File: src/rtl/pipe_pkg.sv
// Shared pipeline definitions: default widths, NOP encoding and fetch FSM states.
package pipe_pkg;
  localparam int PC_W_DEF    = 16;
  localparam int INSTR_W_DEF = 16;
  localparam logic [15:0] NOP_INSTR = 16'h0000;

  typedef enum logic [1:0] {
    ST_IDLE  = 2'd0,
    ST_FETCH = 2'd1,
    ST_HOLD  = 2'd2,
    ST_KILL  = 2'd3
  } fetch_state_t;
endpackage

File: src/rtl/ifid_pipe_reg.sv
// IF/ID pipeline register. Flush has priority over load; with neither it holds,
// so stalled outputs are bit-stable. A flush leaves the PC fields untouched.
module ifid_pipe_reg
  import pipe_pkg::*;
#(
  parameter int PC_W    = PC_W_DEF,
  parameter int INSTR_W = INSTR_W_DEF
) (
  input  logic               clk,
  input  logic               rst_n,
  input  logic               load_i,
  input  logic               flush_i,
  input  logic [INSTR_W-1:0] instr_i,
  input  logic [PC_W-1:0]    pc_i,
  input  logic [PC_W-1:0]    pc_plus1_i,
  output logic               valid_o,
  output logic [INSTR_W-1:0] instr_o,
  output logic [PC_W-1:0]    pc_o,
  output logic [PC_W-1:0]    pc_plus1_o
);

  always_ff @(posedge clk or negedge rst_n) begin
    if (!rst_n) begin
      valid_o    <= 1'b0;
      instr_o    <= INSTR_W'(NOP_INSTR);
      pc_o       <= '0;
      pc_plus1_o <= '0;
    end else if (flush_i) begin
      valid_o <= 1'b0;
      instr_o <= INSTR_W'(NOP_INSTR);
    end else if (load_i) begin
      valid_o    <= 1'b1;
      instr_o    <= instr_i;
      pc_o       <= pc_i;
      pc_plus1_o <= pc_plus1_i;
    end
  end

endmodule

File: src/rtl/fetch_stage.sv
// Instruction fetch stage: PC, fetch FSM, stall hold buffer and IF/ID register.
// Optional FETCH_STATS_EN adds saturating stall/flush cycle counters.
//
//  state | meaning
//  IDLE  | first cycle out of reset, no request
//  FETCH | request at pc
//  HOLD  | instruction acked under stall, parked in hold buffer
//  KILL  | redirected with request outstanding; wait for ack and drop data
module fetch_stage
  import pipe_pkg::*;
#(
  parameter int              PC_W     = PC_W_DEF,
  parameter int              INSTR_W  = INSTR_W_DEF,
  parameter logic [PC_W-1:0] RESET_PC = '0
) (
  input  logic               clk,
  input  logic               rst_n,
  input  logic               stall_i,
  input  logic               redirect_i,
  input  logic [PC_W-1:0]    redirect_pc_i,
  output logic               imem_req_o,
  output logic [PC_W-1:0]    imem_addr_o,
  input  logic               imem_ack_i,
  input  logic [INSTR_W-1:0] imem_rdata_i,
`ifdef FETCH_STATS_EN
  output logic [15:0]        stat_stall_cnt_o,
  output logic [15:0]        stat_flush_cnt_o,
`endif
  output logic               ifid_valid_o,
  output logic [INSTR_W-1:0] ifid_instr_o,
  output logic [PC_W-1:0]    ifid_pc_o,
  output logic [PC_W-1:0]    ifid_pc_plus1_o
);

  fetch_state_t       state_q;
  logic [PC_W-1:0]    pc_q, target_q, pc_plus1;
  logic [INSTR_W-1:0] hold_q, ld_instr;
  logic               req_q, ifid_load, ifid_flush;

  assign pc_plus1    = pc_q + PC_W'(1);
  assign imem_req_o  = req_q;
  assign imem_addr_o = pc_q;

  always_comb begin
    ifid_load  = 1'b0;
    ifid_flush = 1'b0;
    ld_instr   = imem_rdata_i;
    if (redirect_i) begin
      ifid_flush = 1'b1;
    end else begin
      case (state_q)
        ST_FETCH: begin
          if (!stall_i && imem_ack_i)  ifid_load  = 1'b1;
          if (!stall_i && !imem_ack_i) ifid_flush = 1'b1;
        end
        ST_HOLD: begin
          ld_instr  = hold_q;
          ifid_load = !stall_i;
        end
        default: ;
      endcase
    end
  end

  // pc_q doubles as the fetch address, so in KILL it keeps the old address
  // and the redirect target waits in target_q until the ack arrives.
  always_ff @(posedge clk or negedge rst_n) begin
    if (!rst_n) begin
      state_q  <= ST_IDLE;
      pc_q     <= RESET_PC;
      target_q <= '0;
      hold_q   <= INSTR_W'(NOP_INSTR);
      req_q    <= 1'b0;
    end else begin
      case (state_q)
        ST_IDLE: begin
          if (redirect_i) pc_q <= redirect_pc_i;
          state_q <= ST_FETCH;
          req_q   <= 1'b1;
        end
        ST_FETCH: begin
          if (redirect_i) begin
            if (imem_ack_i) begin
              pc_q <= redirect_pc_i;
            end else begin
              target_q <= redirect_pc_i;
              state_q  <= ST_KILL;
            end
          end else if (imem_ack_i && !stall_i) begin
            pc_q <= pc_plus1;
          end else if (imem_ack_i) begin
            hold_q  <= imem_rdata_i;
            state_q <= ST_HOLD;
            req_q   <= 1'b0;
          end
        end
        ST_HOLD: begin
          if (redirect_i || !stall_i) begin
            pc_q    <= redirect_i ? redirect_pc_i : pc_plus1;
            state_q <= ST_FETCH;
            req_q   <= 1'b1;
          end
        end
        ST_KILL: begin
          if (imem_ack_i) begin
            pc_q    <= redirect_i ? redirect_pc_i : target_q;
            state_q <= ST_FETCH;
          end else if (redirect_i) begin
            target_q <= redirect_pc_i;
          end
        end
        default: state_q <= ST_IDLE;
      endcase
    end
  end

  ifid_pipe_reg #(.PC_W(PC_W), .INSTR_W(INSTR_W)) u_ifid (
    .clk        (clk),
    .rst_n      (rst_n),
    .load_i     (ifid_load),
    .flush_i    (ifid_flush),
    .instr_i    (ld_instr),
    .pc_i       (pc_q),
    .pc_plus1_i (pc_plus1),
    .valid_o    (ifid_valid_o),
    .instr_o    (ifid_instr_o),
    .pc_o       (ifid_pc_o),
    .pc_plus1_o (ifid_pc_plus1_o)
  );

`ifdef FETCH_STATS_EN
  logic [15:0] stall_cnt_q, flush_cnt_q;

  always_ff @(posedge clk or negedge rst_n) begin
    if (!rst_n) begin
      stall_cnt_q <= '0;
      flush_cnt_q <= '0;
    end else begin
      if (stall_i && stall_cnt_q != 16'hFFFF)    stall_cnt_q <= stall_cnt_q + 16'd1;
      if (redirect_i && flush_cnt_q != 16'hFFFF) flush_cnt_q <= flush_cnt_q + 16'd1;
    end
  end

  assign stat_stall_cnt_o = stall_cnt_q;
  assign stat_flush_cnt_o = flush_cnt_q;
`endif

endmodule
File: config.mk
export PLATFORM = sky130hd
export DESIGN_NAME = fetch_stage
export DESIGN_NICKNAME = d
export VERILOG_FILES = /design/src/rtl/pipe_pkg.sv /design/src/rtl/ifid_pipe_reg.sv /design/src/rtl/fetch_stage.sv
export SDC_FILE = /design/constraint.sdc
export NUM_CORES = 1
export LEC_CHECK = 0
export ABC_AREA = 1
export CAP_MARGIN = 25
export CORE_MARGIN = 10
export CORE_UTILIZATION = 28
export DETAILED_ROUTE_END_ITERATION = 12
export GPL_TIMING_DRIVEN = 0
export HOLD_SLACK_MARGIN = 0.15
export MAX_ROUTING_LAYER = met4
export PLACE_DENSITY = 0.61
export REMOVE_ABC_BUFFERS = 1
export SYNTH_ARGS = -nofsm -noshare
export SYNTH_HDL_FRONTEND = slang
export SYNTH_SLANG_ARGS = --single-unit
File: constraint.sdc
create_clock -name clk -period 1.9 [get_ports clk]
set_input_delay 0.57 -clock clk [delete_from_list [all_inputs] [get_ports clk]]
set_output_delay 0.57 -clock clk [all_outputs]
set_load 0.03 [all_outputs]
==> metrics.yaml <==
critical_path:
  worst_ep_required_time_ns: 1.33
  critPathKind: "reg -> out"
  crit_arrival_ns: 1.30
  worstSetupEndpointType: "output pin"
  cp_slowest_stage_delay_ns: 0.50
  critPathTopFamily: "flip-flops"
  ff2ff_setup_slack_ns: 0.06
  start_kind: "flip-flop"
  cp_slowest_cell: "dfrtp_1"
  worstPathCellList: "dlygate4sd2_1"
  crit_fanout: 6
  cp_num_buf_inv: 1
logic_synthesis:
  avgSynthCellArea_um2: 7.567
  synth_area_um2: 5214
  ys_types: 35
  synth_top_family_by_area: "simple AND/OR/NAND/NOR gates"
  synth_top_cell_area_share_pct: 48.00
  ys_seq_area_share_pct: 48.00
  synth-async-reset-ratio_pct: 100.0
  synth_simple_gate_area_share_pct: 23.76
  synth-compound-area-share_pct: 16.41
  ys_ff_latch: 100
  yosysTopAreaCell: "dfrtp_1"
  synth-xor-area-share_pct: 1.176
  yosys_warnings: 0
  synth_area_leaders: "dfrtp_1 (48%), nand2_1 (16%), o21ai_0 (6.9%)"
  synthMuxAreaShare_pct: 0
  synthCells: 689
  synth-edff-count: 0
  synth_fa_ha_area_share_pct: 1.920
  ys.flop_type: "dfrtp_1"
power:
  total_power_mw: 11.38
  ir_worst_vdd_uv: 538.7
  power_density_nw_per_um2: 1580
  power.leakage_nw: 3.555
floorplanning:
  fp.dieW_um: 156.5
  ioPinCount: 103
  core_um2: 18150
  start_util_pct: 28.73
  row_count: 49
  die_y_um: 156.5
  die_area_um2: 24480
detailed_routing:
  drt_iter0_drc: 282
  first_pass_iters: 5
  drt.antenna.violating_nets: 0
  vias: 4902
  route.detailed.drc: 0
  routedWlPerCell_um: 16.14
  viasPerCell: 4.686
  postRouteWirelength_um: 16880
sta:
  relSlewSlack_pct: 56.82
  setup_viol: 0
  finClkSkew_ns: 0.008644
  report.final.slew_viol_count: 0
  period_share_pct: 98.31
  max_slew.worst_pin.slew_ns: 0.6476
  hold_violations: 0
  rsz0062_at_grt: "yes"
  finalCriticalPeriod_ns: 1.868
  fmax_mhz: 535.4
final_layout:
  fin_area_um2: 7199
  nets: 853
  drive_gt1_share_pct: 12.79
  syn_to_final_growth_pct: 38.08
cts:
  tritoncts: "built"
  htree_levels: 3
  cts-root-buf: "clkbuf_16"
  clock_path_buffers: 2
  clock_latency_ns: 0.36
  clock_sinks: 100
  cts_buffers: 9
  clkTransAtPathRegs_ns: 0.07
  holdBufCountCts: 0
grt:
  grt_pass1_wl_um: 25430
  grt_max_degree: 55
  track_usage_pct: 13.50
  grt_antenna_before_repair: 3
  overflow: 0
  grt_pass1_vias: 4735
place:
  placed_cell_area_um2: 6442
  dp_hpwl_um: 10380
  portBuffers: 102
  gp_congestion: 0.8122
outcome:
  outcome: "finished, final reports clean"
job:
  max_cap_viol_count: 0
min_path:
  min_path_type: "in -> async"
-- path summary, 6_finish.rpt --
path                                start                    to  cells past startpoint
min in group clk                hold_q[9]             hold_q[9]                      2
max reg2reg                    state_q[1]        u_ifid.pc_o[6]                     10
max                        imem_addr_o[5]        imem_addr_o[5]                      1
min                                 rst_n  u_ifid.pc_plus1_o[6]                      1
min reg2reg                     hold_q[9]             hold_q[9]                      2
max in group asynchronous           rst_n             hold_q[7]                      2
-- sequential cells by signal (all words and copies together), names as in the netlist --
signal,count
u_ifid.valid_o,1
state_q,2
imem_req_o,1
target_q,16
u_ifid.pc_plus1_o,16
hold_q,16
u_ifid.pc_o,16
imem_addr_o,16
u_ifid.instr_o,16
-- cells in the final DEF, fill, tap and decap left out, types with 5 or more instances in the layout --
master and n:
a21oi_1 39, a31oi_1 5, buf_4 20, clkbuf_16 11, clkdlybuf4s50_1 32, clkinvlp_4 7
dfrtp_1 98, dlygate4sd2_1 65, inv_1 60, inv_2 6, nand2_1 215, nand2_2 6
nand3_1 17, nor2_1 61, nor2_4 5, o21ai_0 66, o21ai_1 18, o22ai_1 13
xor2_1 6
-- power by group --
group	internal [mW]	switching, mW	leakage, nW
Combinational	2.05	3.83	2.17
Clock	0.908	0.919	0.130
Sequential	3.03	0.632	1.26
Total	5.99	5.38	3.55
-- kinds of logic after synthesis --
group | Yosys count
AND/OR/NAND/NOR | 316
AO/OA/AOI/OAI | 153
buffers and inverters | 105
flip-flops | 100
adder cells (fa/ha/maj) | 8
XOR/XNOR | 7
-- per-stage QoR --
step           setup TNS, ns  worst slack, ns  std cells  util, %  hold WS (ns)
2_1_floorplan         -24.51          -0.5306        655        -        0.2744
3_3_place_gp         -541.02           -3.780        986    34.91        0.4612
3_5_place_dp         -103.73           -1.401        990    35.50        0.4693
4_1_cts                    0          0.01114       1021    37.85        0.2669
5_1_grt              -0.2217         -0.02941       1045    39.66        0.2872
6_report                   0          0.03219       1046    39.67        0.2331
-- cell usage after synthesis (2+ instances only) --
cell / n
inv_2: 4
a31oi_1: 5
o22ai_1: 13
nand3b_1: 2
buf_2: 13
xor2_1: 6
nor2_1: 67
o21ai_0: 72
a21oi_1: 39
o22ai_2: 3
nand2_1: 222
buf_1: 4
o211ai_1: 2
nand3_1: 18
nand4_1: 3
clkbuf_1: 10
inv_1: 65
ha_1: 8
buf_6: 5
o21ai_1: 12
dfrtp_1: 100
a211oi_2: 3
-- layer usage --
metal  vias to the layer above  share of wire (%)  track usage, %
met5                         -                  0               -
met4                         0                2.5           6.337
met3                        30                7.3           3.372
met2                       141                 47           20.58
met1                      2271                 44           16.51
li1                       2460                  -               -
-- repair_timing --
| action | CTS | global route |
|---|---|---|
| hold endpoints to repair | 0 | 0 |
| cloned | 5 | 6 |
| setup buffers | 10 | 15 |
| endpoints found under the setup margin | 165 | 68 |
| gates resized for setup | 109 | 38 |
| pin swaps | 5 | 9 |
-- final cells by class --
| cell class | instances | area (um^2) |
|---|---|---|
| multi-input combinational | 488 | 2455 |
| timing repair inverter | 5 | 36.28 |
| fill | 1814 | 10950 |
| clock buffer | 9 | 225.2 |
| sequential | 100 | 2505 |
| inverter | 71 | 309.0 |
| tap | 229 | 286.5 |
| antenna | 4 | 10.01 |
| timing repair buffer | 133 | 1313 |
| clock inverter | 7 | 60.06 |
Power figures use the tool's default switching activity.
